File: config.mk
export PLATFORM = sky130hd
export DESIGN_NAME = sampler_capture_ctrl
export DESIGN_NICKNAME = d
export VERILOG_FILES = /design/src/rtl/sampler_pkg.sv /design/src/rtl/sampler_burst_buf.sv /design/src/rtl/sampler_capture_ctrl.sv
export SDC_FILE = /design/constraint.sdc
export NUM_CORES = 1
export LEC_CHECK = 0
export ABC_AREA = 1
export ABC_CLOCK_PERIOD_IN_PS = 3200
export CORE_MARGIN = 5
export CORE_UTILIZATION = 48
export DETAILED_ROUTE_END_ITERATION = 7
export MAX_ROUTING_LAYER = met4
export PLACE_DENSITY = 0.75
export SYNTH_ARGS = -nofsm -noshare
export SYNTH_HDL_FRONTEND = slang
export SYNTH_SLANG_ARGS = --single-unit
File: constraint.sdc
create_clock -name ACLK -period 3.2 [get_ports ACLK]
set_clock_uncertainty 0.2 [all_clocks]
set_input_delay 0.32 -clock ACLK [delete_from_list [all_inputs] [get_ports ACLK]]
set_output_delay 0.32 -clock ACLK [all_outputs]
set_load 0.005 [all_outputs]
File: src/rtl/sampler_pkg.sv
// Shared types and constants for the sampler capture controller.
// Holds the FSM state encoding, the AXI OKAY code and the burst size helper.
package sampler_pkg;

  typedef enum logic [2:0] {
    ST_IDLE,
    ST_FILL,
    ST_ADDR,
    ST_DATA,
    ST_RESP
  } state_t;

  localparam logic [1:0] RESP_OKAY = 2'b00;

  // Every beat advances the address by one 32-bit word.
  function automatic int unsigned burst_bytes(input int unsigned beats);
    return beats * 4;
  endfunction

endpackage

File: src/rtl/sampler_burst_buf.sv
// Single-burst sample buffer: independent write and read pointers, no flow control.
// The controller guarantees it never writes more than DEPTH words before draining them.
module sampler_burst_buf #(
  parameter int DEPTH = 8,
  parameter int WIDTH = 32
) (
  input  logic             clk,
  input  logic             rst_n,
  input  logic             wr_en,
  input  logic [WIDTH-1:0] wr_data,
  input  logic             rd_en,
  output logic [WIDTH-1:0] rd_data
);

  localparam int PTR_W = $clog2(DEPTH);

  logic [WIDTH-1:0] mem [DEPTH];
  logic [PTR_W-1:0] wr_ptr;
  logic [PTR_W-1:0] rd_ptr;

  // NOTE: the storage array is deliberately not reset; its contents are only
  // read after being written, so only the pointers need a known state.
  always_ff @(posedge clk) begin
    if (wr_en) mem[wr_ptr] <= wr_data;
  end

  // DEPTH is a power of two, so both pointers wrap back to 0 after a full burst.
  always_ff @(posedge clk or negedge rst_n) begin
    if (!rst_n) begin
      wr_ptr <= '0;
      rd_ptr <= '0;
    end else begin
      if (wr_en) wr_ptr <= wr_ptr + PTR_W'(1);
      if (rd_en) rd_ptr <= rd_ptr + PTR_W'(1);
    end
  end

  assign rd_data = mem[rd_ptr];

endmodule

File: src/rtl/sampler_capture_ctrl.sv
// Capture controller: buffers one burst of samples, then writes it out over an
// AXI write channel, repeating for num_bursts bursts at consecutive addresses.
module sampler_capture_ctrl
  import sampler_pkg::*;
#(
  parameter int C_M_AXI_ADDR_WIDTH = 32,
  parameter int C_M_AXI_DATA_WIDTH = 32,
  parameter int C_BURST_LEN        = 8,
  parameter int C_MAX_BURSTS_W     = 8
) (
  input  logic                          ACLK,
  input  logic                          ARESETN,
  input  logic                          start,
  input  logic [C_M_AXI_ADDR_WIDTH-1:0] base_addr,
  input  logic [C_MAX_BURSTS_W-1:0]     num_bursts,
  input  logic                          s_valid,
  input  logic [C_M_AXI_DATA_WIDTH-1:0] s_data,
  output logic                          s_ready,
  output logic                          busy,
  output logic                          done,
  output logic                          err,
  output logic [C_M_AXI_ADDR_WIDTH-1:0] M_AXI_AWADDR,
  output logic [7:0]                    M_AXI_AWLEN,
  output logic                          M_AXI_AWVALID,
  input  logic                          M_AXI_AWREADY,
  output logic [C_M_AXI_DATA_WIDTH-1:0] M_AXI_WDATA,
  output logic                          M_AXI_WLAST,
  output logic                          M_AXI_WVALID,
  input  logic                          M_AXI_WREADY,
  input  logic [1:0]                    M_AXI_BRESP,
  input  logic                          M_AXI_BVALID,
  output logic                          M_AXI_BREADY
);

  localparam int BEAT_W = $clog2(C_BURST_LEN);
  localparam logic [BEAT_W-1:0] LAST_BEAT = BEAT_W'(C_BURST_LEN - 1);
  localparam logic [BEAT_W-1:0] PENULT_BEAT = BEAT_W'(C_BURST_LEN - 2);
  localparam logic [C_M_AXI_ADDR_WIDTH-1:0] ADDR_STEP =
    C_M_AXI_ADDR_WIDTH'(burst_bytes(C_BURST_LEN));

  state_t                          state;
  logic                            armed;
  logic [BEAT_W-1:0]               beat;
  logic [C_MAX_BURSTS_W-1:0]       bursts_left;
  logic [C_M_AXI_ADDR_WIDTH-1:0]   awaddr;
  logic                            awvalid;
  logic                            wvalid;
  logic                            wlast;
  logic                            bready;
  logic                            s_ready_q;
  logic                            busy_q;
  logic                            done_q;
  logic                            err_q;
  logic [C_M_AXI_DATA_WIDTH-1:0]   buf_rd_data;

  sampler_burst_buf #(
    .DEPTH (C_BURST_LEN),
    .WIDTH (C_M_AXI_DATA_WIDTH)
  ) u_buf (
    .clk     (ACLK),
    .rst_n   (ARESETN),
    .wr_en   (s_valid & s_ready_q),
    .wr_data (s_data),
    .rd_en   (wvalid & M_AXI_WREADY),
    .rd_data (buf_rd_data)
  );

  // NOTE: all state and registered outputs update with non-blocking assignments
  // so every branch sees the pre-edge values, exactly like the flops they become.
  always_ff @(posedge ACLK or negedge ARESETN) begin
    if (!ARESETN) begin
      state       <= ST_IDLE;
      armed       <= 1'b0;
      beat        <= '0;
      bursts_left <= '0;
      awaddr      <= '0;
      awvalid     <= 1'b0;
      wvalid      <= 1'b0;
      wlast       <= 1'b0;
      bready      <= 1'b0;
      s_ready_q   <= 1'b0;
      busy_q      <= 1'b0;
      done_q      <= 1'b0;
      err_q       <= 1'b0;
    end else begin
      // The first edge after reset only arms the controller; start counts from the second.
      armed  <= 1'b1;
      done_q <= 1'b0;
      case (state)
        ST_IDLE: begin
          if (start && armed) begin
            awaddr      <= base_addr;
            bursts_left <= (num_bursts == '0) ? C_MAX_BURSTS_W'(1) : num_bursts;
            err_q       <= 1'b0;
            busy_q      <= 1'b1;
            s_ready_q   <= 1'b1;
            beat        <= '0;
            state       <= ST_FILL;
          end
        end
        ST_FILL: begin
          if (s_valid) begin
            if (beat == LAST_BEAT) begin
              beat      <= '0;
              s_ready_q <= 1'b0;
              awvalid   <= 1'b1;
              state     <= ST_ADDR;
            end else begin
              beat <= beat + BEAT_W'(1);
            end
          end
        end
        ST_ADDR: begin
          if (M_AXI_AWREADY) begin
            awvalid <= 1'b0;
            wvalid  <= 1'b1;
            state   <= ST_DATA;
          end
        end
        ST_DATA: begin
          if (M_AXI_WREADY) begin
            if (wlast) begin
              wvalid <= 1'b0;
              wlast  <= 1'b0;
              bready <= 1'b1;
              beat   <= '0;
              state  <= ST_RESP;
            end else begin
              beat  <= beat + BEAT_W'(1);
              wlast <= (beat == PENULT_BEAT);
            end
          end
        end
        ST_RESP: begin
          if (M_AXI_BVALID) begin
            bready <= 1'b0;
            if (M_AXI_BRESP != RESP_OKAY) err_q <= 1'b1;
            // An error response is recorded but the capture carries on regardless.
            if (bursts_left == C_MAX_BURSTS_W'(1)) begin
              done_q <= 1'b1;
              busy_q <= 1'b0;
              state  <= ST_IDLE;
            end else begin
              bursts_left <= bursts_left - C_MAX_BURSTS_W'(1);
              awaddr      <= awaddr + ADDR_STEP;
              s_ready_q   <= 1'b1;
              state       <= ST_FILL;
            end
          end
        end
        default: state <= ST_IDLE;
      endcase
    end
  end

  assign s_ready       = s_ready_q;
  assign busy          = busy_q;
  assign done          = done_q;
  assign err           = err_q;
  assign M_AXI_AWADDR  = awaddr;
  assign M_AXI_AWLEN   = awvalid ? 8'(C_BURST_LEN - 1) : 8'd0;
  assign M_AXI_AWVALID = awvalid;
  assign M_AXI_WDATA   = wvalid ? buf_rd_data : '0;
  assign M_AXI_WLAST   = wlast;
  assign M_AXI_WVALID  = wvalid;
  assign M_AXI_BREADY  = bready;

endmodule

==> metrics.yaml, run 1 <==
synth:
  synth.distinct_cells: 33
  yosysTopAreaCellShare: 0.552
  synth_ff_type: "edfxtp_1"
  synth.avg_cell_area_um2: 10.4
  ys_ff_latch: 317
  syn_inst: 1345
  syn-cell-area_mm2: 0.0139
  synth_top_area_cell: "edfxtp_1"
  synthArstFlopShare: 0.192
  seq_area_frac_synth: 0.662
  synth_edf_count: 256
  yosys-top-cells-area: "edfxtp_1 55%, dfrtp_1 11%, nor2_1 7.7%"
  ys_warn_count: 0
global_route:
  grt-ovfl-total: 0
  grt_usage: 0.202
  grt_max_degree: 69
  antenna_found_initial: 2
  grt_pass1_wl_mm: 52.5
  grt_pass1_vias: 10000
detailed_routing:
  firstDrtPassIters: 5
  vias_per_cell: 5.32
  vias: 10200
  routed_wl_mm: 33.1
  routedWlPerCell_um: 17.3
  drt_iter0_drc: 937
  drc: 0
  final_antenna_net_count: 0
worst_setup_path:
  cp.required_ns: 2.68
  cp_data_arrival_time_ns: 2.52
  criticalPathCategory: "flip-flop to output pin"
  startpoint_type: "flip-flop"
  cp_max_fo: 68
  end_kind: "output pin"
clock_tree:
  clkSinkCount: 317
  cts_tree: "built"
  clk_pin_slew_ns: 0.06
  cts-htree-levels: 2
  clockBufferDepth: 3
  cts_buffers: 35
  ctsRootBufferMaster: "clkbuf_16"
  clock_latency_ns: 0.51
timing:
  setup_tns_ns: 0
  fmax_mhz: 329
  rsz0062_at_grt: "no"
  worst_pin_slew_ns: 0.856
  setup-violations-final: 0
  maxSlewViolCount: 0
  relSlewSlack: 0.429
  fin_crit_sh: 0.950
  hold_viol_final: 0
  min_period_ns: 3.04
power_and_ir_drop:
  ir_worst_vdd_mv: 0.431
  power_mw: 15.9
  switching_share: 0.353
  internal_power_mw: 10.3
  p_per_area_mw_per_mm2: 923
  leakage_nw: 6.47
  switching_power_mw: 5.63
  pwr-share-clk: 0.240
  pwr-share-seq: 0.366
  power_frac_comb: 0.394
finish:
  postLayoutCellArea_mm2: 0.0173
  seqCellArea_mm2: 0.00922
  area_growth_syn_to_layout_pct: 23.9
  nNetsFinal: 1593
  num-fill-cells: 2274
  final_layout_size_suffix_gt1_frac: 0.0733
  multi_input_area_mm2: 0.00420
flow_run:
  cap_violations: 0
die:
  die_x_um: 180
  core_area_mm2: 0.0287
  ioPinCount: 161
  dieArea_mm2: 0.0325
  fp-row-count: 62
  fp.dieH_um: 180
  start_util: 0.485
status:
  status: "finished, final reports clean"
placement:
  hpwl_mm: 20.0
  dpl_cell_area_mm2: 0.0161
  gp_congestion: 0.880
  portBuffers: 155
worst_hold_path:
  hold_class: "input port to flip-flop"
path summary, 6_finish.rpt:
check / start / end / slack [ns] / cells after the start
worst max-delay path: u_buf.rd_ptr[0] / M_AXI_WDATA[21] / 0.16 / 8
worst min-delay path: base_addr[4] / M_AXI_AWADDR[4] / 0.15 / 3
worst max register to register: state[1] / M_AXI_AWADDR[25] / 0.75 / 9
worst min register to register: busy / busy / 0.27 / 2
max in group asynchronous: ARESETN / M_AXI_AWADDR[23] / 1.79 / 3
min in group asynchronous: ARESETN / bursts_left[0] / 0.26 / 2
cells in the mapped netlist, types with 4 or more instances:
cell type / count
clkbuf_1: 41
nor2_2: 7
dfrtp_1: 61
o22ai_1: 36
buf_4: 11
a21oi_1: 7
o21ai_0: 180
inv_1: 58
nand3_1: 50
nor2_1: 285
ha_1: 8
inv_2: 5
or2_2: 4
buf_2: 14
mux2i_1: 32
xor2_1: 5
edfxtp_1: 256
nand2_1: 248
o21ai_1: 15
metrics by stage:
| stage | instances | worst slack [ns] | utilization | hold slack [ns] |
|---|---|---|---|---|
| after floorplan | 1349 | 0.460 | - | -0.176 |
| after global placement | 1847 | 0.630 | 0.560 | 0.259 |
| after detailed placement | 1847 | 0.603 | 0.560 | 0.262 |
| after CTS | 1910 | 0.0487 | 0.599 | 0.135 |
| after global routing | 1915 | 0.0167 | 0.601 | 0.144 |
| final | 1915 | 0.161 | 0.601 | 0.150 |
layer usage:
| metal | vias up | track usage | wire, um |
|---|---|---|---|
| li1 | 4911 | - | - |
| met1 | 4836 | 0.270 | 14300 |
| met2 | 393 | 0.325 | 15800 |
| met3 | 48 | 0.0414 | 2530 |
| met4 | 0 | 0.0463 | 559 |
| met5 | - | - | 0 |
power groups by stage:
stage	Sequential [mW]	Combinational (mW)	Clock, mW
after detailed placement	5.91	6.15	0
final	5.83	6.27	3.83
after floorplan	5.71	3.46	0
after global placement	5.88	6.03	0
after global routing	5.91	6.96	4.09
after CTS	5.84	6.20	3.91
timing repair:
action	4_1_cts	5_1_grt
setup endpoints to repair	0	11
buffers inserted	0	1
resized for setup	0	2
hold buffers	1	0
hold endpoints to repair	33	0
cell families after synthesis:
| logic type | Yosys count | share of synthesized area |
|---|---|---|
| fa+ha+maj | 8 | 0.00719 |
| flops | 317 | 0.662 |
| compound gates | 242 | 0.0908 |
| mux | 32 | 0.0230 |
| simple gates | 605 | 0.172 |
| buf+inv | 134 | 0.0420 |
| xor+xnor | 5 | 0.00314 |
| other cells | 2 | 0.000539 |
cells in the final DEF, fill, tap and decap left out, types with 2 or more instances in the layout:
cell / instances
buf_4: 16
nor2_1: 277
nor3_1: 2
nand4_1: 3
clkbuf_1: 9
clkbuf_8: 2
or2_2: 4
inv_2: 5
nor2_4: 8
o21ai_0: 180
clkinv_2: 4
ha_1: 8
clkinv_1: 5
dfrtp_4: 2
xor2_1: 5
inv_1: 58
clkbuf_16: 39
clkdlybuf4s50_1: 154
conb_1: 6
nand2_2: 3
dfrtp_1: 59
nand3_1: 50
nor2_2: 7
inv_6: 2
o22ai_1: 36
a21oi_1: 7
o21ai_1: 15
diode_2: 2
nand2_1: 248
mux2i_1: 32
buf_12: 13
edfxtp_1: 256
layout make-up:
| cell class | count | share of cell area |
|---|---|---|
| inverters | 64 | 0.0141 |
| multi-input cells | 898 | 0.244 |
| clock buffers | 48 | 0.0572 |
| repair buffers | 188 | 0.116 |
| flip-flops and latches | 317 | 0.534 |
| well taps | 384 | 0.0278 |
| clock inverters | 14 | 0.00638 |
| diodes | 2 | 0.000290 |
critical path, stage by stage (launching register included):
cell and delay, ns:
dfrtp_4 0.46, buf_12 0.31, nor2_1 0.09, nor2_1 0.11, o21ai_0 0.11, o21ai_1 0.09
o21ai_0 0.08, nor2_1 0.20, clkdlybuf4s50_1 0.53
state kept, by name, indices dropped and copies added, names as in the netlist:
signal	flops
M_AXI_BREADY	1
M_AXI_AWVALID	1
u_buf.mem	256
state	3
armed	1
beat	3
done	1
u_buf.rd_ptr	3
busy	1
bursts_left	8
M_AXI_WVALID	1
err	1
u_buf.wr_ptr	3
M_AXI_AWADDR	32
M_AXI_WLAST	1
s_ready	1
(Power assumes the default switching activity.)
==> run 2, diff against run 1 <==
--- a/config.mk
+++ b/config.mk
@@ -6,12 +6,12 @@
 export NUM_CORES = 1
 export LEC_CHECK = 0
 export ABC_AREA = 1
-export ABC_CLOCK_PERIOD_IN_PS = 3200
+export ABC_CLOCK_PERIOD_IN_PS = 2500
 export CORE_MARGIN = 5
 export CORE_UTILIZATION = 48
 export DETAILED_ROUTE_END_ITERATION = 7
 export MAX_ROUTING_LAYER = met4
-export PLACE_DENSITY = 0.75
+export PLACE_DENSITY = 0.78
 export SYNTH_ARGS = -nofsm -noshare
 export SYNTH_HDL_FRONTEND = slang
 export SYNTH_SLANG_ARGS = --single-unit
==> constraint.sdc (replaced) <==
create_clock -name ACLK -period 2.5 [get_ports ACLK]
set_clock_uncertainty 0.2 [all_clocks]
set_input_delay 0.25 -clock ACLK [delete_from_list [all_inputs] [get_ports ACLK]]
set_output_delay 0.25 -clock ACLK [all_outputs]
set_load 0.005 [all_outputs]
==> run 2 against run 1 <==
Compared with the run above: the flow now finishes with violations (negative setup slack); clock power rose by 25%; die area did not move; sequential share of layout area fell by 2.6 points; utilization rose by 3.1 points; register-to-register slack got worse by 0.43 ns; power rose by 38%; cell area rose by 5.1%; first-iteration DRC count rose by 33%; sequential cell count did not move; critical endpoint is now M_AXI_WDATA[12]; largest cell class unchanged; largest power group unchanged.
==> metrics.yaml, run 2 (same netlist as run 1, synthesis figures left out) <==
timing:
  min_period_ns: 2.62
  setup-violations-final: 21
  fin_crit_sh: 1.05
  maxSlewViolCount: 0
  setup_ws_ns: -0.116
  setup_tns_ns: -1.24
  hold_viol_final: 0
  rsz0062_at_grt: "yes"
  fmax_mhz: 382
global_route:
  grt_max_degree: 67
  antenna_found_initial: 3
  grt_usage: 0.225
  grt-ovfl-total: 0
  grt_pass1_wl_mm: 57.5
  grt_pass1_vias: 10800
clock_tree:
  clockBufferDepth: 3
  ctsRootBufferMaster: "clkbuf_16"
  cts_buffers: 34
  clock_latency_ns: 0.50
  cts-htree-levels: 2
  cts_tree: "built"
  clk_pin_slew_ns: 0.06
  clkSinkCount: 317
flow_run:
  cap_violations: 0
power_and_ir_drop:
  ir_worst_vdd_mv: 0.819
  p_per_area_mw_per_mm2: 1210
  leakage_nw: 6.88
finish:
  final_common_cell: "edfxtp_1"
  final_cell_mix: "256 x edfxtp_1, 248 x nand2_1, 245 x nor2_1"
  largest_reg_flops: 256
  regMostFlops: "u_buf.mem"
  utilization: 0.632
  nNetsFinal: 1641
  final_layout_size_suffix_gt1_frac: 0.153
  area_growth_syn_to_layout_pct: 30.2
detailed_routing:
  vias: 10800
  drc: 0
  vias_per_cell: 5.52
  routed_wl_mm: 37.0
  drt_iter0_drc: 1246
  routedWlPerCell_um: 18.8
  firstDrtPassIters: 5
  final_antenna_net_count: 0
placement:
  gp_congestion: 0.889
  hpwl_mm: 21.2
  portBuffers: 155
status:
  violations: "negative setup slack"
  status: "finished, violations left"
die:
  core_area_mm2: 0.0287
  dieArea_mm2: 0.0325
  start_util: 0.485
  die_x_um: 180
  fp-row-count: 62
  ioPinCount: 161
  fp.dieH_um: 180
worst_setup_path:
  end_kind: "output pin"
  startpoint_type: "flip-flop"
  criticalPathCategory: "flip-flop to output pin"
  cp_data_arrival_time_ns: 2.17
  cp.required_ns: 2.05
  cp_max_fo: 8
worst_hold_path:
  hold_class: "input port to asynchronous set/reset pin"
[run 2: where the power goes]
group | switching, mW | internal, mW | leakage (nW)
clock | 2.00 | 2.79 | 0.501
sequential | 0.744 | 6.70 | 3.06
combinational | 5.31 | 4.43 | 3.31
total | 8.05 | 13.9 | 6.88
[run 2: final cells by class]
class / count / area (um^2)
flip-flops and latches: 317 / 9220
multi-input cells: 898 / 4430
fillers: 2131 / 10600
clock inverters: 23 / 169
inverters: 64 / 256
diodes: 3 / 7.51
repair buffers: 237 / 2670
well taps: 384 / 480
clock buffers: 38 / 897
[run 2: path summary, 6_finish.rpt]
kind                       cells after the start          endpoint  slack [ns]       startpoint
max in group asynchronous                      3  M_AXI_AWADDR[10]        1.35          ARESETN
max                                            9   M_AXI_WDATA[12]       -0.12  u_buf.rd_ptr[0]
max reg2reg                                   10  M_AXI_AWADDR[29]        0.32  M_AXI_AWADDR[5]
min reg2reg                                    2    bursts_left[6]        0.28   bursts_left[6]
min                                            2   M_AXI_AWADDR[8]        0.05          ARESETN
min in group ACLK                              3   M_AXI_AWADDR[4]        0.11     base_addr[4]
[run 2: routing by layer]
metal	vias to the layer above	global-route usage	share of wire
met5	-	-	0
met4	0	0.0720	0.026
met3	91	0.0541	0.098
met2	578	0.371	0.49
met1	5150	0.278	0.39
li1	5020	-	-
[run 2: per-stage QoR]
stage | power (mW) | instances | hold WS, ns | setup slack (ns) | instance area, um^2
detailed placement | 15.6 | 1859 | 0.0425 | 0.0698 | 16200
finish | 22.0 | 1964 | 0.0503 | -0.116 | 18100
global route | 23.3 | 1964 | 0.0910 | -0.194 | 18100
floorplan | 11.7 | 1349 | -0.246 | -0.240 | 14000
global placement | 15.4 | 1859 | 0.0417 | 0.131 | 16200
CTS | 21.6 | 1958 | 0.0538 | -0.120 | 17900
[run 2: repair_timing]
| action | in CTS | in global routing |
|---|---|---|
| cloned | 12 | 1 |
| setup buffers | 26 | 4 |
| pin swaps | 51 | 59 |
| hold buffers | 1 | 0 |
| setup endpoints to repair | 32 | 32 |
| hold endpoints to repair | 59 | 0 |
| gates resized for setup | 257 | 76 |
[run 2: worst max-delay path, stage by stage (launching register included)]
cell and delay (ns):
dfrtp_4 0.54, buf_16 0.17, buf_12 0.13, buf_12 0.14, buf_6 0.12, mux2i_2 0.19, o22ai_2 0.09, nor2_1 0.12
nor2_1 0.06, buf_2 0.13
